===== src/rtl/pwm_pkg.sv =====
// Shared definitions for the PWM capture path: FSM state encoding and the
// counter saturation value derived from the counter width.
package pwm_pkg;

    typedef enum logic [1:0] {
        ST_IDLE      = 2'd0,
        ST_WAIT_RISE = 2'd1,
        ST_HIGH      = 2'd2,
        ST_LOW       = 2'd3
    } pwm_state_t;

    // All-ones value of a counter of the given width (valid up to 32 bits).
    function automatic logic [31:0] cnt_max(input int width);
        return (32'd1 << width) - 32'd1;
    endfunction

endpackage


===== src/rtl/pwm_sync_edge.sv =====
// Metastability synchronizer for an asynchronous input plus a one-cycle history
// flop, producing the clean level and single-cycle rise/fall strobes.
module pwm_sync_edge #(
    parameter int SYNC_STAGES = 2
) (
    input  logic clk,
    input  logic rst_n,
    input  logic din,
    output logic s,
    output logic rise,
    output logic fall
);

    logic [SYNC_STAGES-1:0] sync_reg;
    logic                   prev_reg;

    always_ff @(posedge clk or negedge rst_n) begin
        if (!rst_n) begin
            sync_reg <= '0;
            prev_reg <= 1'b0;
        end else begin
            sync_reg <= {sync_reg[SYNC_STAGES-2:0], din};
            prev_reg <= sync_reg[SYNC_STAGES-1];
        end
    end

    assign s    = sync_reg[SYNC_STAGES-1];
    assign rise = s & ~prev_reg;
    assign fall = ~s & prev_reg;

endmodule


===== src/rtl/pwm_capture.sv =====
// Measures period (rise to rise) and high time (rise to fall) of an external
// PWM signal in clk cycles; a line with no edges is reported via timeout.
module pwm_capture
    import pwm_pkg::*;
#(
    parameter int COUNTER_WIDTH = 16,
    parameter int SYNC_STAGES   = 2
) (
    input  logic                     clk,
    input  logic                     rst_n,
    input  logic                     enable,
    input  logic                     pwm_in,
    output logic [COUNTER_WIDTH-1:0] period_out,
    output logic [COUNTER_WIDTH-1:0] duty_out,
    output logic                     valid,
    output logic                     timeout,
    output logic                     stuck_level
);

    localparam logic [COUNTER_WIDTH-1:0] MAX = COUNTER_WIDTH'(cnt_max(COUNTER_WIDTH));
    localparam logic [COUNTER_WIDTH-1:0] ONE = COUNTER_WIDTH'(1);

    logic s, rise, fall;

    pwm_state_t               state_reg;
    logic [COUNTER_WIDTH-1:0] cnt_reg;
    logic [COUNTER_WIDTH-1:0] duty_lat_reg;
    logic [COUNTER_WIDTH-1:0] period_reg;
    logic [COUNTER_WIDTH-1:0] duty_reg;
    logic                     valid_reg;
    logic                     timeout_reg;
    logic                     stuck_reg;

    logic [COUNTER_WIDTH-1:0] cnt_next;
    logic                     expired;

    pwm_sync_edge #(
        .SYNC_STAGES(SYNC_STAGES)
    ) u_sync_edge (
        .clk  (clk),
        .rst_n(rst_n),
        .din  (pwm_in),
        .s    (s),
        .rise (rise),
        .fall (fall)
    );

    // Saturating increment; an edge landing on MAX still takes the normal path.
    always_comb begin
        cnt_next = (cnt_reg == MAX) ? MAX : cnt_reg + ONE;
        expired  = (cnt_reg == MAX) && !rise && !fall;
    end

    always_ff @(posedge clk or negedge rst_n) begin
        if (!rst_n) begin
            state_reg    <= ST_IDLE;
            cnt_reg      <= '0;
            duty_lat_reg <= '0;
            period_reg   <= '0;
            duty_reg     <= '0;
            valid_reg    <= 1'b0;
            timeout_reg  <= 1'b0;
            stuck_reg    <= 1'b0;
        end else begin
            valid_reg   <= 1'b0;
            timeout_reg <= 1'b0;
            if (!enable) begin
                state_reg    <= ST_IDLE;
                cnt_reg      <= '0;
                duty_lat_reg <= '0;
            end else begin
                case (state_reg)
                    ST_IDLE: begin
                        cnt_reg   <= '0;
                        state_reg <= ST_WAIT_RISE;
                    end
                    ST_WAIT_RISE: begin
                        // Partial first cycle is discarded; measurement starts at a rise.
                        if (rise) begin
                            cnt_reg   <= ONE;
                            state_reg <= ST_HIGH;
                        end else if (expired) begin
                            timeout_reg <= 1'b1;
                            period_reg  <= '0;
                            duty_reg    <= '0;
                            stuck_reg   <= s;
                            cnt_reg     <= '0;
                        end else begin
                            cnt_reg <= cnt_next;
                        end
                    end
                    ST_HIGH: begin
                        if (fall) begin
                            duty_lat_reg <= cnt_reg;
                            cnt_reg      <= cnt_next;
                            state_reg    <= ST_LOW;
                        end else if (expired) begin
                            timeout_reg <= 1'b1;
                            period_reg  <= '0;
                            duty_reg    <= '0;
                            stuck_reg   <= s;
                            cnt_reg     <= '0;
                            state_reg   <= ST_WAIT_RISE;
                        end else begin
                            cnt_reg <= cnt_next;
                        end
                    end
                    ST_LOW: begin
                        if (rise) begin
                            period_reg <= cnt_reg;
                            duty_reg   <= duty_lat_reg;
                            valid_reg  <= 1'b1;
                            cnt_reg    <= ONE;
                            state_reg  <= ST_HIGH;
                        end else if (expired) begin
                            timeout_reg <= 1'b1;
                            period_reg  <= '0;
                            duty_reg    <= '0;
                            stuck_reg   <= s;
                            cnt_reg     <= '0;
                            state_reg   <= ST_WAIT_RISE;
                        end else begin
                            cnt_reg <= cnt_next;
                        end
                    end
                    default: begin
                        state_reg <= ST_IDLE;
                        cnt_reg   <= '0;
                    end
                endcase
            end
        end
    end

    assign period_out  = period_reg;
    assign duty_out    = duty_reg;
    assign valid       = valid_reg;
    assign timeout     = timeout_reg;
    assign stuck_level = stuck_reg;

endmodule


===== config.mk =====
export PLATFORM = sky130hd
export DESIGN_NAME = pwm_capture
export DESIGN_NICKNAME = d
export VERILOG_FILES = /design/src/rtl/pwm_pkg.sv /design/src/rtl/pwm_sync_edge.sv /design/src/rtl/pwm_capture.sv
export SDC_FILE = /design/constraint.sdc
export NUM_CORES = 1
export LEC_CHECK = 0
export ABC_AREA = 1
export CAP_MARGIN = 20
export CELL_PAD_IN_SITES_DETAIL_PLACEMENT = 0
export CELL_PAD_IN_SITES_GLOBAL_PLACEMENT = 1
export CORE_MARGIN = 3
export CORE_UTILIZATION = 43
export CTS_CLUSTER_DIAMETER = 80
export DETAILED_ROUTE_END_ITERATION = 7
export HOLD_SLACK_MARGIN = 0.1
export PLACE_DENSITY_LB_ADDON = 0.1
export RECOVER_POWER = 50
export SETUP_SLACK_MARGIN = 0.3
export SLEW_MARGIN = 20
export SYNTH_ARGS = -nofsm -noshare
export SYNTH_HDL_FRONTEND = slang
export SYNTH_HIERARCHICAL = 1
export SYNTH_SLANG_ARGS = --single-unit

===== constraint.sdc =====
create_clock -name clk -period 4.45 [get_ports clk]
set_clock_uncertainty 0.05 [all_clocks]
set_input_delay 0.445 -clock clk [delete_from_list [all_inputs] [get_ports clk]]
set_output_delay 0.445 -clock clk [all_outputs]
set_load 0.01 [all_outputs]

==> Word-level counts from Yosys, hierarchy flattened <==
Cells that the tools add are included.
W data, S select, Z words.
{ "word_totals": {"register_bits": 72, "input_bits": 4, "out_inout_bits": 35} }
{ "classes": {"add_sub_neg": 1, "eq_ne": 10, "n_mux": 37, "bitwise": 4, "reduce_logical": 11} }
{ "op_table": {"columns": ["op", "count"], "rows": [
  ["$mux W16", 16],
  ["$pmux W16 S3", 3],
  ["$add A16 B1 Y16 const B", 1],
  ["$eq A16 B16 Y1 const B", 1],
  ["$mux W1", 10],
  ["$mux W2", 5],
  ["$pmux W2 S4", 1],
  ["$reduce_and A4 Y1", 2],
  ["$ne A2 B2 Y1 const B", 3],
  ["$eq A2 B2 Y1 const B", 2],
  ["$ne A2 B1 Y1 const B", 2],
  ["$pmux W1 S2", 2],
  ["$ne A3 B3 Y1 const B", 1],
  ["$reduce_bool A3 Y1", 1],
  ["$and A1 B1 Y1", 2],
  ["$eq A2 B1 Y1 const B", 1],
  ["$logic_and A1 B1 Y1", 2],
  ["$logic_not A1 Y1", 2],
  ["$logic_not A2 Y1", 1],
  ["$not A1 Y1", 2],
  ["$reduce_and A2 Y1", 1],
  ["$reduce_bool A2 Y1", 1],
  ["$reduce_or A2 Y1", 1]
]} }

==> Longest topological paths before layout <==
Gate-level depths: netlist (run 1).
{ "logic_depth": {"depth_word": 9, "depth_mapped": 10, "ltp_nobuf": 9} }

==> Cells and area by module <==
Netlist (run 1), hierarchy kept.
{ "modules_own_cells": {"columns": ["mod", "n_inst", "cells_each", "area_each_um2"], "rows": [
  ["pwm_capture", 1, 388, 3364.5],
  ["pwm_sync_edge", 1, 7, 90.1]
]} }

==> Worst setup path before layout (run 1) <==
No wires, ideal clock.
{ "synth_timing": {"path_type": "register to register", "from": "register cnt_reg[0]", "to": "register period_reg[10], in the netlist period_out[10]", "t_arrival_ps": 1408, "path_slack_ps": 2875, "path_stages_with_launch": 10, "n_path_buf": 1, "path_cell_list": "dfrtp_1 -> ha_1 -> nand2_2 -> nor2_2 -> nand2_4 -> nor2_8 -> nand3_4 -> buf_6 -> nand3_2 -> nand2_1"} }
{ "synth_via": {"elab_chain_cells": 6, "word_cells_on_any_way": 8} }
{ "synth_lines": {"columns": ["element", "line", "rtl"], "rows": [
  ["start, declared", "pwm_capture.sv:26", "logic [COUNTER_WIDTH-1:0] cnt_reg;"],
  ["start signal, assigned", "pwm_capture.sv:89", "cnt_reg <= cnt_next;"],
  ["start signal, assigned", "pwm_capture.sv:95", "cnt_reg <= cnt_next;"],
  ["start signal, assigned", "pwm_capture.sv:105", "cnt_reg <= cnt_next;"],
  ["$eq A16 B16 Y1 (*)", "pwm_capture.sv:51", "expired = (cnt_reg == MAX) && !rise && !fall;"],
  ["$logic_and A1 B1 Y1 (*) (2 in series)", "pwm_capture.sv:51", null],
  ["$mux W16 (*)", null, null],
  ["$mux W16, on equally long branches", null, null],
  ["$pmux W16 S3 (*)", null, null],
  ["end signal, assigned", "pwm_capture.sv:110", "period_reg <= cnt_reg;"],
  ["end, declared", "pwm_capture.sv:28", "logic [COUNTER_WIDTH-1:0] period_reg;"]
]} }
Every way passes the cells marked *; elsewhere a longest branch is shown, timed or not. The select of a mux whose other input is x is not followed.
A chain may end at the register's enable or synchronous reset.

==> Worst setup path in the final report (run 1) <==
{ "layout_timing": {"from": "register state_reg[0]", "to": "register duty_reg[0], in the netlist duty_out[0]"} }
{ "layout_via": {"elab_chain_cells": 3, "word_cells_on_any_way": 8} }
{ "layout_lines": {"columns": ["element", "line", "rtl"], "rows": [
  ["start, declared", "pwm_capture.sv:25", "pwm_state_t state_reg;"],
  ["start signal, assigned", "pwm_capture.sv:56", "state_reg <= ST_IDLE;"],
  ["start signal, assigned", "pwm_capture.sv:68", "state_reg <= ST_IDLE;"],
  ["start signal, assigned", "pwm_capture.sv:75", "state_reg <= ST_WAIT_RISE;"],
  ["$eq A2 B2 Y1 or $eq A2 B1 Y1 (tied branches)", "pwm_capture.sv:72", "case (state_reg)"],
  ["$ne A2 B2 Y1 (no source line) or $reduce_bool A3 Y1 (tied branches)", null, null],
  ["$reduce_and A4 Y1 (no source line)", null, null],
  ["end signal, assigned", "pwm_capture.sv:111", "duty_reg <= duty_lat_reg;"],
  ["end, declared", "pwm_capture.sv:29", "logic [COUNTER_WIDTH-1:0] duty_reg;"]
]} }
Parallel ways exist; a longest one is shown, timed or not.

==> flow_summary.json, run 1 <==
{
  "outcome": "complete, but fails checks",
  "violations": "capacitance limit, slew limit",
  "fillCellCount": 773,
  "multiInputGateArea_um2": 1400,
  "layout_setup_ws_ns": 1.88,
  "yosysWarnings": 6,
  "cts_sinks": 72,
  "post-route-util_pct": 52.9,
  "setup_viol": 0,
  "post-route-drc-count": 0,
  "synth.area.top_cells": "dfrtp_1, nand2_1, nand3_2",
  "worstSetupStartpointType": "flop",
  "dp_cells": 522,
  "layout.cells.non_filler": 538,
  "post_cts_resized": 0,
  "grt_pass1_wl_um": 13100,
  "max-cap-violations": 1,
  "die_x_um": 95.6,
  "clk_latency_ns": 0.35,
  "endpoint_kind": "flop",
  "finalCritPeriodShare_pct": 57.7,
  "slew_violations": 38,
  "dr_total_vias": 2702,
  "cts_setup_buffers": 0,
  "cts_root_buffer": "clkbuf_8",
  "htreeDepth": 3,
  "pre_cts_ws_ns": 1.85,
  "grt_pass1_vias": 2595,
  "die-area_um2": 9150,
  "place.gp.congestion": 0.842,
  "via_per_inst": 5.02,
  "crit_required_ns": 4.64,
  "post-dp-hpwl_um": 5290,
  "core_um2": 7770,
  "rsz0062_at_grt": "no",
  "grt_overflow_total": 0,
  "max_slew_margin_pct": -37.3,
  "diodes": 0,
  "synth_cells": 395,
  "synth_area_um2": 3450,
  "synth_common_cells": "nand2_1, dfrtp_1, nand3_1",
  "drt_pass1_iterations": 4,
  "yosysMostFrequentCell": "nand2_1",
  "hold_viol": 0,
  "routed_wl_um": 7510,
  "synth_seq_cells": 72,
  "pwr-share-comb_pct": 9.4,
  "drive_gt1_share_pct": 15.1,
  "nNetsFinal": 436,
  "antenna_found_initial": 0,
  "swShare_pct": 25.7,
  "ir_worst_vdd_mv": 0.179,
  "grt_max_degree": 38,
  "clk_path_buf_depth": 2,
  "synth_edf_count": 0,
  "post_drt_wl_per_cell_um": 14.0,
  "post_synth_num_cell_types": 27,
  "port_buffers": 38,
  "antenna_left": 0,
  "critPathMaxFanout": 34,
  "drtIter0Drc": 125,
  "cts_tree": "built",
  "io_pins": 39,
  "synth_flop_cell": "dfrtp_1",
  "initial_core_util_pct": 44.5,
  "arrival_ns": 2.75,
  "synth_top_area_share_pct": 52.2,
  "leakagePower_nw": 2.08,
  "p_clk_share_pct": 42.9,
  "synthesis.nets": 400,
  "row_count": 32,
  "die_height_um": 95.6,
  "async_flop_share_pct": 100,
  "holdBufCountCts": 0,
  "numCtsBuffers": 9,
  "register_area_um2": 1800,
  "synth_area_per_cell_um2": 8.75,
  "power.switching_w": 0.000379,
  "min_period_ns": 2.57,
  "worst_pin_slew_ns": 2.06,
  "clk_pin_slew_worst_paths_ns": 0.07,
  "setup_tns_ns": 0,
  "criticalPathCategory": "flop to flop",
  "fmax_mhz": 390,
  "p_int_w": 0.00110,
  "power.total_w": 0.00148,
  "seq_area_frac_synth_pct": 52.2,
  "synth_top_area_cell": "dfrtp_1",
  "min_path_type": "flop to flop",
  "grt_usage_pct": 18.9,
  "sequentialPowerShare_pct": 47.7,
  "powerDensity_nw_per_um2": 360,
  "area_growth_syn_to_layout_pct": 18.8
}
[power groups by stage]
stage | Clock (W) | Combinational (W) | Sequential [W]
final | 0.000634 | 0.000139 | 0.000704
after global routing | 0.000679 | 0.000161 | 0.000708
after CTS | 0.000652 | 0.000146 | 0.000705
after detailed placement | 0 | 0.000145 | 0.000718
after global placement | 0 | 0.000144 | 0.000717
after floorplan | 0 | 0.000106 | 0.000708
[cells by family (layout without fill, tap and decap cells)]
logic type | after synthesis | in the layout | share of synthesized area, %
AND/OR/NAND/NOR | 242 | 242 | 36.1
flip-flops | 72 | 72 | 52.2
buffers and inverters | 53 | 94 | 7.06
AO/OA/AOI/OAI | 24 | 24 | 3.59
XOR/XNOR | 3 | 3 | 0.761
adder cells (fa/ha/maj) | 1 | 1 | 0.362
[layout make-up]
| class | instances | share of cell area [%] |
|---|---|---|
| well taps | 102 | 3.11 |
| repair buffers | 41 | 9.66 |
| multi-input cells | 270 | 34.0 |
| clock buffers | 10 | 3.11 |
| clock inverters | 6 | 2.83 |
| flip-flops and latches | 72 | 43.9 |
| inverters | 37 | 3.38 |
[worst max-delay path: stages (launching register included)]
cell     delay [ns]
dfrtp_1        0.48
inv_2          0.06
nand3_1        0.45
nand2_1        0.31
nor2_1         0.32
nand3_4        0.49
nand3_1        0.21
nand2_1        0.06
[stage by stage]
stage / instance area [um2] / hold WS [ns]
2_1_floorplan: 3450 / 0.0994
3_3_place_gp: 3880 / 0.285
3_5_place_dp: 3880 / 0.287
4_1_cts: 4120 / 0.162
5_1_grt: 4110 / 0.317
6_report: 4110 / 0.301
[layout by cell type (no fill, tap or decap), drive strengths merged, types with 2 or more instances in the layout]
master / instances
clkdlybuf4s50: 36
nand4: 6
nand3: 72
nand2: 120
o21ai: 17
clkinv: 2
xor2: 3
inv: 38
nor2: 42
bufinv: 3
clkbuf: 11
a21oi: 7
buf: 3
dfrtp: 72
[layer usage]
metal	global-route usage [%]	vias to the layer above	part of all wire [%]
met5	0	-	0
met4	8.29	0	1.9
met3	3.55	12	4.7
met2	28.4	58	45
met1	26.6	1300	49
li1	-	1332	-
[worst paths after layout]
kind	start	to	slack [ns]	depth (start not counted)
worst min-delay path	u_sync_edge/sync_reg[0]	u_sync_edge/sync_reg[1]	0.30	0
worst max-delay path	state_reg[0]	duty_out[0]	1.88	7
worst min register to register	u_sync_edge/sync_reg[0]	u_sync_edge/sync_reg[1]	0.30	0
min in group asynchronous	rst_n	duty_lat_reg[6]	0.62	1
max in group asynchronous	rst_n	period_out[13]	2.34	2
worst max register to register	state_reg[0]	duty_out[0]	1.88	7
(Power assumes the default switching activity.)
==> run 2, diff against run 1 <==
--- a/config.mk
+++ b/config.mk
@@ -10,7 +10,7 @@
 export CELL_PAD_IN_SITES_DETAIL_PLACEMENT = 0
 export CELL_PAD_IN_SITES_GLOBAL_PLACEMENT = 1
 export CORE_MARGIN = 3
-export CORE_UTILIZATION = 43
+export CORE_UTILIZATION = 38
 export CTS_CLUSTER_DIAMETER = 80
 export DETAILED_ROUTE_END_ITERATION = 7
 export HOLD_SLACK_MARGIN = 0.1
==> constraint.sdc (replaced) <==
create_clock -name clk -period 2.15 [get_ports clk]
set_clock_uncertainty 0.05 [all_clocks]
set_input_delay 0.215 -clock clk [delete_from_list [all_inputs] [get_ports clk]]
set_output_delay 0.215 -clock clk [all_outputs]
set_load 0.01 [all_outputs]
==> flow_summary.json, run 2 (synthesis gave the netlist of run 1 again) <==
{
  "endpoint_kind": "flop",
  "grt_pass1_wl_um": 13500,
  "criticalPathCategory": "flop to flop",
  "holdPathStages": 0,
  "worst_pin_slew_ns": 0.855,
  "worstSetupStartpointType": "flop",
  "row_count": 34,
  "dr_total_vias": 2683,
  "core_um2": 8760,
  "grt_pass1_vias": 2596,
  "min_path_type": "flop to flop",
  "cts_sinks": 72,
  "rr_startpoint": "state_reg[0]",
  "hold_slack_ns": 0.305,
  "timing.rr.end": "state_reg[0]",
  "crit_required_ns": 2.34,
  "final_cell_mix": "nand2_1, dfrtp_1, nand3_1",
  "numCtsBuffers": 9,
  "layout_setup_ws_ns": 0.402,
  "post_drt_wl_per_cell_um": 14.1,
  "ir_worst_vdd_mv": 0.320,
  "fmax_mhz": 572,
  "port_buffers": 38,
  "die-area_um2": 10300,
  "clk_path_buf_depth": 2,
  "p_int_w": 0.00219,
  "outcome": "finished, final reports clean",
  "layout_commonest_cell": "nand2_1",
  "area_growth_syn_to_layout_pct": 22.8,
  "place.gp.congestion": 0.861,
  "hp-start": "u_sync_edge/sync_reg[0]",
  "io_pins": 39,
  "setup_tns_ns": 0,
  "fillCellCount": 884,
  "arrival_ns": 1.94,
  "placed_cell_area_um2": 3980,
  "antenna_left": 0,
  "critPathMaxFanout": 17,
  "htreeDepth": 3,
  "grt_usage_pct": 16.8,
  "drt_pass1_iterations": 4,
  "routed_wl_um": 7830,
  "regToRegSetupSlack_ns": 0.40,
  "max_slew_margin_pct": 43.0,
  "multiInputGateArea_um2": 1430,
  "leakagePower_nw": 2.15,
  "swShare_pct": 26.4,
  "max-cap-violations": 0,
  "drive_gt1_share_pct": 18.0,
  "slew_violations": 0,
  "finalCritPeriodShare_pct": 81.3,
  "nNetsFinal": 449,
  "cts_root_buffer": "clkbuf_8",
  "drtIter0Drc": 80,
  "die_height_um": 101,
  "p_clk_share_pct": 40.5,
  "clk_latency_ns": 0.35,
  "initial_core_util_pct": 39.4,
  "clk_pin_slew_worst_paths_ns": 0.08,
  "register_area_um2": 1800,
  "diodes": 0,
  "min_period_ns": 1.75,
  "die_x_um": 101,
  "setup_viol": 0,
  "post-dp-hpwl_um": 5760,
  "antenna_found_initial": 0,
  "hold_end": "u_sync_edge/sync_reg[1]",
  "cts_tree": "built",
  "rr_worst_depth": 8,
  "sequentialPowerShare_pct": 48.8,
  "powerDensity_nw_per_um2": 703,
  "pre_cts_ws_ns": 0.153,
  "power.total_w": 0.00298,
  "final_area_um2": 4240,
  "grt_max_degree": 35,
  "rsz0062_at_grt": "yes",
  "hold_viol": 0,
  "post-route-drc-count": 0,
  "via_per_inst": 4.82,
  "power.switching_w": 0.000789,
  "grt_overflow_total": 0,
  "pwr-share-comb_pct": 10.7
}
-- run 2: per-stage QoR --
step                      util, %  std cells
after floorplan                 -        395
after global placement       45.4        537
after detailed placement     45.4        537
after CTS                    48.1        554
after global routing         48.4        557
final                        48.4        557
-- run 2: per-layer routing --
layer | part of all wire, % | global-route usage, %
met1 | 50 | 24.6
met4 | 1.4 | 5.83
met3 | 3.0 | 2.48
met2 | 46 | 25.5
met5 | 0 | 0
-- run 2: worst max path at each step --
stage / start / to / depth (start not counted)
final: state_reg[0] / state_reg[0] / 8
after global routing: rst_n / period_out[9] / 3
after CTS: cnt_reg[0] / duty_out[1] / 9
after detailed placement: cnt_reg[0] / duty_out[1] / 9
after global placement: cnt_reg[0] / duty_out[0] / 9
after floorplan: cnt_reg[0] / period_out[10] / 9
-- run 2: worst max-delay path, stage by stage, from the launching register on --
cell	delay (ns)
dfrtp_1	0.46
inv_1	0.12
nand3_4	0.08
clkbuf_1	0.58
nand2_1	0.12
inv_1	0.08
nand2_1	0.06
nand2_1	0.05
nand2_1	0.04
-- run 2: area by class of cell --
type / instances / share of cell area (%)
Sequential cell: 72 / 42.5
Multi-Input combinational cell: 270 / 33.7
Timing Repair Buffer: 54 / 12.1
Clock buffer: 11 / 3.33
Inverter: 37 / 3.30
Tap cell: 108 / 3.18
Clock inverter: 5 / 1.89
-- run 2: power by group through the flow --
stage | Sequential, W | Clock (W) | Combinational (W)
6_report | 0.00146 | 0.00121 | 0.000320
5_1_grt | 0.00147 | 0.00129 | 0.000369
4_1_cts | 0.00146 | 0.00124 | 0.000317
3_5_place_dp | 0.00148 | 0 | 0.000314
3_3_place_gp | 0.00148 | 0 | 0.000318
2_1_floorplan | 0.00147 | 0 | 0.000219
-- run 2: timing repair --
item / CTS / global route
setup buffers: 0 / 3
gates resized for setup: 3 / 7
endpoints found under the hold margin: 23 / 0
pin swaps: 0 / 1
hold buffers: 1 / 0
setup endpoints to repair: 44 / 45
==> run 3, diff against run 2 <==
==> constraint.sdc (replaced) <==
create_clock -name clk -period 1.5 [get_ports clk]
set_clock_uncertainty 0.05 [all_clocks]
set_input_delay 0.15 -clock clk [delete_from_list [all_inputs] [get_ports clk]]
set_output_delay 0.15 -clock clk [all_outputs]
set_load 0.01 [all_outputs]
==> flow_summary.json, run 3 (synthesis gave the netlist of run 1 again) <==
{
  "outcome": "complete, but fails checks",
  "violations": "setup timing",
  "antenna_left": 0,
  "drive_gt1_share_pct": 42.1,
  "initial_core_util_pct": 39.4,
  "post-route-drc-count": 0,
  "powerDensity_nw_per_um2": 886,
  "max-cap-violations": 0,
  "core_um2": 8760,
  "timing.rr.end": "duty_out[1]",
  "crit_buf_inv": 1,
  "finalCritPeriodShare_pct": 106,
  "register_area_um2": 1800,
  "sequentialPowerShare_pct": 48.4,
  "power.switching_w": 0.00124,
  "clk_latency_ns": 0.35,
  "drt_pass1_iterations": 4,
  "max_slew_margin_pct": 33.9,
  "criticalPathCategory": "flop to flop",
  "fillCellCount": 840,
  "p_int_w": 0.00305,
  "htreeDepth": 3,
  "cp_common_cell": "nand2_4",
  "grt_usage_pct": 18.5,
  "arrival_ns": 1.78,
  "leakagePower_nw": 2.55,
  "io_pins": 39,
  "worstPathCellList": "ha_4 -> nand2_4 -> nor2_4 -> nand2_4 -> nor2_8 -> nand3_4 -> buf_12 -> nand3_1 -> nand2_1",
  "post-dp-hpwl_um": 5950,
  "post_drt_wl_per_cell_um": 14.3,
  "slew_violations": 0,
  "nNetsFinal": 505,
  "final_area_um2": 4840,
  "layout_setup_ws_ns": -0.0847,
  "cts_root_buffer": "clkbuf_8",
  "clk_pin_slew_worst_paths_ns": 0.08,
  "min_path_type": "input pin to flop",
  "rsz0062_at_grt": "yes",
  "grt_max_degree": 73,
  "p_clk_share_pct": 35.2,
  "regToRegSetupSlack_ns": -0.08,
  "endpoint_kind": "flop",
  "min_period_ns": 1.58,
  "cts_sinks": 72,
  "placed_cell_area_um2": 4280,
  "dp_cells": 568,
  "numCtsBuffers": 9,
  "critical_path.max_stage_delay_ns": 0.40,
  "port_buffers": 38,
  "layout.cells.non_filler": 612,
  "row_count": 34,
  "hold_end": "u_sync_edge/sync_reg[0]",
  "cts_tree": "built",
  "cp_slowest_cell": "dfrtp_1",
  "rr_startpoint": "cnt_reg[1]",
  "clk_path_buf_depth": 2,
  "place.gp.congestion": 0.914,
  "dr_total_vias": 2931,
  "area_growth_syn_to_layout_pct": 40.1,
  "layout_commonest_cell": "nand2_1",
  "antenna_found_initial": 0,
  "fmax_mhz": 631,
  "die_x_um": 101,
  "drtIter0Drc": 94,
  "holdPathStages": 1,
  "crit_required_ns": 1.69,
  "worstSetupStartpointType": "flop",
  "multiInputGateArea_um2": 1640,
  "ir_worst_vdd_mv": 0.455,
  "path_delay_family": "simple AND/OR/NAND/NOR gates",
  "grt_pass1_vias": 2886,
  "via_per_inst": 4.79,
  "setup_viol": 45,
  "pwr-share-comb_pct": 16.4,
  "diodes": 0,
  "worst_pin_slew_ns": 0.992,
  "grt_pass1_wl_um": 14700,
  "grt_overflow_total": 0,
  "hp-start": "pwm_in",
  "routed_wl_um": 8760,
  "rr_worst_depth": 9,
  "swShare_pct": 28.9,
  "critPathMaxFanout": 22,
  "final_cell_mix": "nand2_1, dfrtp_1, buf_4",
  "hold_viol": 0,
  "die-area_um2": 10300,
  "die_height_um": 101
}
==> run 3: changes by cell type in the layout (fill, tap and decap cells not counted), moves of 5 or more <==
cell | before | now
buf_4 | 9 | 54
clkdlybuf4s50_1 | 29 | 1
clkbuf_2 | 1 | 25
nand3_1 | 40 | 18
nand3_2 | 30 | 50
o21ai_0 | 16 | 2
o21ai_1 | 1 | 11
clkdlybuf4s15_1 | 0 | 7
dlygate4sd3_1 | 9 | 2
nand2_1 | 113 | 107
nor2_1 | 37 | 31
buf_12 | 1 | 6
buf_6 | 1 | 6
inv_1 | 32 | 27
==> run 3: cell type report <==
class / count / area share [%]
timing repair inverter: 1 / 0.155
clock buffer: 9 / 2.56
timing repair buffer: 109 / 19.1
multi-input combinational: 270 / 33.9
sequential: 72 / 37.2
inverter: 37 / 3.02
tap: 108 / 2.79
clock inverter: 6 / 1.27
==> run 3: repair_timing <==
item,in CTS,in global routing
resized for setup,133,48
endpoints found under the setup margin,104,98
setup buffers,23,2
pin swaps,8,14
endpoints found under the hold margin,72,0
cloned,3,0
hold buffers,1,0
==> run 3: how the worst max path moves through the flow <==
stage / start / end / depth (start not counted)
5_1_grt: u_sync_edge/sync_reg[1] / stuck_level / 10
4_1_cts: cnt_reg[1] / duty_out[1] / 9
3_5_place_dp: enable / duty_out[1] / 7
3_3_place_gp: enable / duty_out[1] / 7
6_report: cnt_reg[1] / duty_out[1] / 9
2_1_floorplan: cnt_reg[0] / period_out[10] / 9
==> run 3: power by group through the flow <==
stage	clock network [W]	registers (W)	logic, W
floorplan	0	0.00210	0.000322
global placement	0	0.00210	0.000565
detailed placement	0	0.00211	0.000566
CTS	0.00156	0.00207	0.000695
global route	0.00164	0.00209	0.000775
finish	0.00151	0.00208	0.000703
==> run 3: metrics by stage <==
step,total power (W),utilization [%],setup TNS (ns),hold slack [ns],worst slack (ns)
after floorplan,0.00242,-,-1.08,-0.196,-0.0370
after global placement,0.00267,48.8,-2.64,0.161,-0.108
after detailed placement,0.00267,48.8,-3.07,0.165,-0.112
after CTS,0.00433,55.9,-1.94,0.170,-0.0711
after global routing,0.00450,55.2,-6.70,0.291,-0.179
final,0.00429,55.2,-1.96,0.300,-0.0847
==> run 3: layer usage <==
metal,track usage [%],vias to the layer above,routed length (um)
met5,0,-,0
met4,6.95,0,155
met3,3.03,13,265
met2,30.3,41,4350
met1,24.5,1400,3990
li1,-,1477,-
